<file path="src/rtl/memory_stage.sv">
// Pipeline memory stage: issues one data-bus access per load/store, holds it
// while the bus is busy, and aligns/extends load data into the writeback value.
module memory_stage (
  input  logic        clk,
  input  logic        reset,
  input  logic        in_valid,
  input  logic [63:0] in_pc,
  input  logic [63:0] in_alu_out,
  input  logic [63:0] in_wdata,
  input  logic        in_memread,
  input  logic        in_memwrite,
  input  logic [1:0]  in_size,
  input  logic        in_unsigned,
  input  logic [4:0]  in_dst,
  input  logic        hold,
  output logic        dreq_valid,
  output logic [63:0] dreq_addr,
  output logic [1:0]  dreq_size,
  output logic [7:0]  dreq_strobe,
  output logic [63:0] dreq_data,
  input  logic        dresp_data_ok,
  input  logic [63:0] dresp_data,
  output logic        m_wait,
  output logic        out_valid,
  output logic [63:0] out_result,
  output logic [4:0]  out_dst,
  output logic [63:0] out_pc,
  output logic        out_misalign
);

  localparam logic [1:0] S_IDLE = 2'd0;
  localparam logic [1:0] S_WAIT = 2'd1;
  localparam logic [1:0] S_DONE = 2'd2;

  logic [1:0]  r_state;
  logic [63:0] r_cap_data;

  logic        w_memop;
  logic [2:0]  w_off;
  logic        w_misalign;
  logic        w_dreq_valid;
  logic [7:0]  w_mask;
  logic [63:0] w_load_raw;
  logic [63:0] w_shifted;
  logic [63:0] w_extracted;

  assign w_memop = in_valid & (in_memread | in_memwrite);
  assign w_off   = in_alu_out[2:0];

  always_comb begin
    // NOTE: every combinational output gets a default first so no latch is inferred.
    w_misalign = 1'b0;
    w_mask     = 8'hFF;
    case (in_size)
      2'd0: begin w_misalign = 1'b0;          w_mask = 8'h01; end
      2'd1: begin w_misalign = w_off[0];      w_mask = 8'h03; end
      2'd2: begin w_misalign = |w_off[1:0];   w_mask = 8'h0F; end
      default: begin w_misalign = |w_off;     w_mask = 8'hFF; end
    endcase
  end

  // Reset gates the request combinationally so the bus sees nothing mid-reset.
  assign w_dreq_valid = ~reset &
                        (((r_state == S_IDLE) & w_memop & ~w_misalign) |
                         (r_state == S_WAIT));

  assign dreq_valid  = w_dreq_valid;
  assign dreq_addr   = in_alu_out;
  assign dreq_size   = in_size;
  assign dreq_data   = in_wdata << {w_off, 3'b000};
  assign dreq_strobe = in_memwrite ? (w_mask << w_off) : 8'h00;
  assign m_wait      = w_dreq_valid & ~dresp_data_ok;

  assign w_load_raw = (r_state == S_DONE) ? r_cap_data : dresp_data;
  assign w_shifted  = w_load_raw >> {w_off, 3'b000};

  always_comb begin
    w_extracted = w_shifted;
    case (in_size)
      2'd0: w_extracted = in_unsigned ? {56'd0, w_shifted[7:0]}
                                      : {{56{w_shifted[7]}}, w_shifted[7:0]};
      2'd1: w_extracted = in_unsigned ? {48'd0, w_shifted[15:0]}
                                      : {{48{w_shifted[15]}}, w_shifted[15:0]};
      2'd2: w_extracted = in_unsigned ? {32'd0, w_shifted[31:0]}
                                      : {{32{w_shifted[31]}}, w_shifted[31:0]};
      default: w_extracted = w_shifted;
    endcase
  end

  always_comb begin
    out_result = in_alu_out;
    if (w_memop & w_misalign)
      out_result = 64'd0;
    else if (in_valid & in_memread)
      out_result = w_extracted;
  end

  assign out_valid    = in_valid & ~reset;
  assign out_misalign = ~reset & w_memop & w_misalign;
  assign out_dst      = in_dst;
  assign out_pc       = in_pc;

  always_ff @(posedge clk) begin
    // NOTE: sequential state uses non-blocking assignments so every flop samples pre-edge values.
    if (reset) begin
      r_state    <= S_IDLE;
      r_cap_data <= 64'd0;
    end else begin
      if (w_dreq_valid & dresp_data_ok)
        r_cap_data <= dresp_data;
      case (r_state)
        S_IDLE: begin
          if (w_dreq_valid) begin
            if (!dresp_data_ok)  r_state <= S_WAIT;
            else if (hold)       r_state <= S_DONE;
          end
        end
        S_WAIT: begin
          if (dresp_data_ok) r_state <= hold ? S_DONE : S_IDLE;
        end
        S_DONE: begin
          if (!hold) r_state <= S_IDLE;
        end
        default: r_state <= S_IDLE;
      endcase
    end
  end

endmodule

</file>
<file path="config.mk">
export PLATFORM = sky130hd
export DESIGN_NAME = memory_stage
export DESIGN_NICKNAME = d
export VERILOG_FILES = /design/src/rtl/memory_stage.sv
export SDC_FILE = /design/constraint.sdc
export NUM_CORES = 1
export LEC_CHECK = 0
export CAP_MARGIN = 20
export CORE_AREA = 2 2 211 213
export DETAILED_ROUTE_END_ITERATION = 10
export DIE_AREA = 0 0 213 215
export GPL_TIMING_DRIVEN = 0
export SETUP_SLACK_MARGIN = 0.5
export SYNTH_ARGS = -nofsm -noshare
export SYNTH_HDL_FRONTEND = slang
export SYNTH_SLANG_ARGS = --single-unit
</file>
<file path="constraint.sdc">
create_clock -name clk -period 5.93 [get_ports clk]
set_clock_uncertainty 0.05 [all_clocks]
set_input_delay 0.8895 -clock clk [delete_from_list [all_inputs] [get_ports clk]]
set_output_delay 0.8895 -clock clk [all_outputs]
set_load 0.02 [all_outputs]
</file>
Word-level counts from Yosys, hierarchy flattened:

Cells that the tools add are included.

* flip-flop bits (word level): 66
* latch bits: 0
* bits in writable memories: 0
* bits in read-only memories: 0
* input port bits: 271
* memories kept: 0

* $add $sub $neg: 0
* multipliers: 0
* div/mod/pow operators: 0
* order comparisons: 0
* equal/unequal tests: 8
* shift-type cells: 3
* multiplexer cells: 17
* bitwise logic cells: 16
* reduce and logical (&&, ||, !) cells: 5

Operators with widths (count)
* $mux W64: 6
* $pmux W64 S3: 1
* $shl A64 B6 Y64: 1
* $shr A64 B6 Y64: 1
* $pmux W8 S3: 1
* $mux W2: 6
* $and A1 B1 Y1: 11
* $mux W8: 1
* $shl A8 B3 Y8: 1
* $ne A2 B2 Y1 const B: 3
* $pmux W2 S3: 1
* $eq A2 B1 Y1 const B: 2
* $eq A2 B2 Y1 const B: 2
* $logic_not A2 Y1: 2
* $reduce_and A4 Y1: 1
* $ne A3 B3 Y1 const B: 1
* $not A1 Y1: 3
* $pmux W1 S3: 1
* $reduce_or A3 Y1: 1
* $or A1 B1 Y1: 2
* $reduce_or A2 Y1: 1

Longest topological paths before layout:

* depth in word-level cells: 8
* gate-level depth with buffers: 11
* depth with buffers taken out: 6

Worst setup path before layout:

No wires, ideal clock.

* kind: input to output
* from: in in_alu_out[0]
* to: out out_result[50]
* data arrival time: 2.777 ns
* setup slack: 2.214 ns
* stages: 7
* buffers on the path: 1
* path through: buf_2 > inv_2 > nor2_1 > a32oi_1 > a2111oi_4 > nor3_4 > a211oi_1

* longest elaborated chain between the ends: 5
* elaborated cells on any way between the ends: 11
* classes of those cells: shift: 1; mux: 7; bitwise: 1; reduce/logical: 2

RTL lines
* start, declared: RTL line 8 `input logic [63:0] in_alu_out,`
* $shr A64 B6 Y64: RTL line 75 `assign w_shifted = w_load_raw >> {w_off, 3'b000};`
* $mux W64 (on tied branches): RTL line 84, 80, 82
* $pmux W64 S3: RTL line 79 `case (in_size)`
* $mux W64: RTL line 94 `else if (in_valid & in_memread)`
* $mux W64 (*): RTL line 92 `if (w_memop & w_misalign)`
* end, declared: RTL line 25 `output logic [63:0] out_result,`

Every way passes the cells marked *; elsewhere a longest branch is shown, timed or not.

Final worst setup path:

* from: in in_alu_out[1]
* to: out out_result[14]

Same word-level chain as after synthesis.

==> reports/qor.yml <==
dr.pass1.iters: 7
grt-ovfl-total: 0
fin_area_sq_um: 15400
min_path_type: "flip-flop to flip-flop"
syn_nets: 1540
worstPathCellList: "buf_2 > inv_1 > buf_1 > clkbuf_1 > nand2_2 > o22ai_1 > a21oi_1 > nand2_1 > a21oi_1 > clkdlybuf4s50_1"
fill_cells: 4573
setup-tns-final_ps: 0
synth.avg_cell_area_sq_um: 7.61
ys_types: 56
ys_ff_latch: 66
hold_violations: 0
n_antenna_cell: 0
htreeDepth: 3
fin_nets: 2022
dieArea_sq_um: 45800
clock_path_buffers: 2
grtUsageTotal_pct: 26.1
worstSkewPairLatency_ps: 340
period_needed_ps: 5320
cts-resized-gates: 1
critPathRequiredTime_ps: 4990
final_cell_mix: "clkdlybuf4s50_1 (471), nand2_1 (159), buf_4 (142)"
crit_slowest_cell: "buf_1"
gp_congestion: 0.987
final_common_cell: "clkdlybuf4s50_1"
vdd_drop_max_mv: 0.137
core_sq_um: 43600
rows: 77
tightest_slew_ps: 1110
post_dp_cell_area_sq_um: 15100
path_common_cell: "a21oi_1"
die_h_microns: 215
drv_slew: 0
grt_max_degree: 12
finalWirelength_microns: 62500
final_antenna_net_count: 0
drt_iter0_drc: 1205
grt_setup_unrepaired: "no"
synth-async-reset-ratio_pct: 0
place_hpwl_microns: 51700
cpPeakStageDelay_ps: 630
synthFlopType: "dfxtp_1"
status: "complete, no violations"
cts_hold_buf: 0
start_kind: "primary input"
critPathKind: "primary input to output port"
drcViolationCount: 0
path_delay_family: "buffers and inverters"
endpoint_kind: "output port"
power_density_nw_per_um2: 150
synth-edff-count: 0
yosysWarnings: 0
power_leakage_nw: 5.92
io_buffer_count: 471
grt_pass1_vias: 11700
start_util_pct: 22.1
die_w_microns: 213
antenna_found_initial: 0
arrival_ps: 4380
slew-limit-headroom_pct: 26.2
cts_tree: "done"
grt_pass1_wl_microns: 86200
clock_sinks: 66
cts_root_buffer: "clkbuf_16"
clkTransAtPathRegs_ps: 60
drive_above_1_share_pct: 19.0
netlist_area_sq_um: 9650
layout_worst_path_cycle_share_pct: 89.7
post-cts-setup-buffers: 0
area_growth_syn_to_layout_pct: 59.4
drv_cap: 0
timing.fmax_ghz: 0.188
critPathBufInv: 5
synthCells: 1269
io_pins: 546
via_per_inst: 5.22
ys_seq_area_share_pct: 13.7
vias: 12300
cts_buffers: 9
setup_viol_count_final: 0
wl_per_cell_microns: 26.6
cp_max_fo: 10
whs_ps: 424
[registers in the layout, summed over array words and instances (netlist names)]
register / count
r_cap_data: 64
r_state: 2
[final timing paths]
path | cells past startpoint | end | start | slack, ps
worst min-delay path | 2 | r_cap_data[11] | r_cap_data[11] | 420
worst min register to register | 2 | r_cap_data[11] | r_cap_data[11] | 420
worst max register to register | 7 | r_state[1] | r_state[0] | 3920
worst max-delay path | 10 | out_result[14] | in_alu_out[1] | 610
[power by group]
group	switching (W)	internal, W	total (W)
Sequential	0.0000169	0.000461	0.000478
Combinational	0.000729	0.000609	0.00134
Clock	0.000207	0.000292	0.000499
[worst reg2reg max path, cell delays in order (launching register included)]
cell and delay, ps:
dfxtp_1 530, nand2b_1 180, buf_6 140, buf_6 190
buf_6 200, buf_4 240, buf_4 270, a21oi_1 90
[area by class of cell]
type / count / area, sq um / area share (%)
Sequential cell: 66 / 1320 / 8.59
Clock inverter: 5 / 30.0 / 0.195
Tap cell: 592 / 741 / 4.81
Multi-Input combinational cell: 942 / 6670 / 43.3
Timing Repair Buffer: 471 / 4710 / 30.6
Inverter: 5 / 18.8 / 0.122
Clock buffer: 11 / 243 / 1.58
Buffer: 256 / 1650 / 10.7
[logic make-up after synthesis]
| kind of cell | after synthesis | share of synthesized area (%) |
|---|---|---|
| DFF | 66 | 13.7 |
| AOI/OAI and AO/OA | 374 | 24.0 |
| and+or+nand+nor | 373 | 17.8 |
| buffers and inverters | 261 | 17.3 |
| muxes | 195 | 27.2 |
[cells in the mapped netlist (all sizes together), types with 2 or more instances]
library cell	count	area (sq um)
o211ai	35	263
clkbuf	61	234
dfxtp	66	1320
a211oi	4	30.0
mux4	50	1130
a21o	2	15.0
a32oi	3	26.3
a32o	4	40.0
a41oi	3	26.3
nand3	14	70.1
and3b	4	35.0
inv	5	18.8
and3	12	75.1
a21oi	111	672
nor2b	5	31.3
mux2i	107	1070
nor2	89	334
a311oi	3	26.3
and2	6	37.5
a22oi	13	97.6
nor3b	2	15.0
nor3	6	41.3
o21ai	138	694
a2111oi	2	36.3
buf	195	1420
or2	3	18.8
nand2b	68	425
o22ai	25	156
a211o	3	26.3
a31oi	17	106
a31o	2	17.5
nand2	160	601
nor4	2	12.5
o2111ai	2	17.5
mux2	38	432
[per-layer routing]
layer	vias up	part of all wire, %	global-route usage, %
met2	759	47	42.8
met3	100	7.9	3.49
met1	5984	42	34.8
met5	-	0	0
li1	5420	-	-
met4	0	3.6	9.14
[through the flow]
step / setup WS (ps) / std cells / utilization [%] / total power, W
finish: 611 / 2348 / 35.2 / 0.00231
global route: 588 / 2348 / 35.2 / 0.00239
CTS: 665 / 2348 / 35.2 / 0.00230
detailed placement: 507 / 2332 / 34.6 / 0.00181
global placement: 496 / 2332 / 34.6 / 0.00181
floorplan: 2210 / 1269 / - / 0.00114
Note: power is estimated with default switching activity, not from simulation.
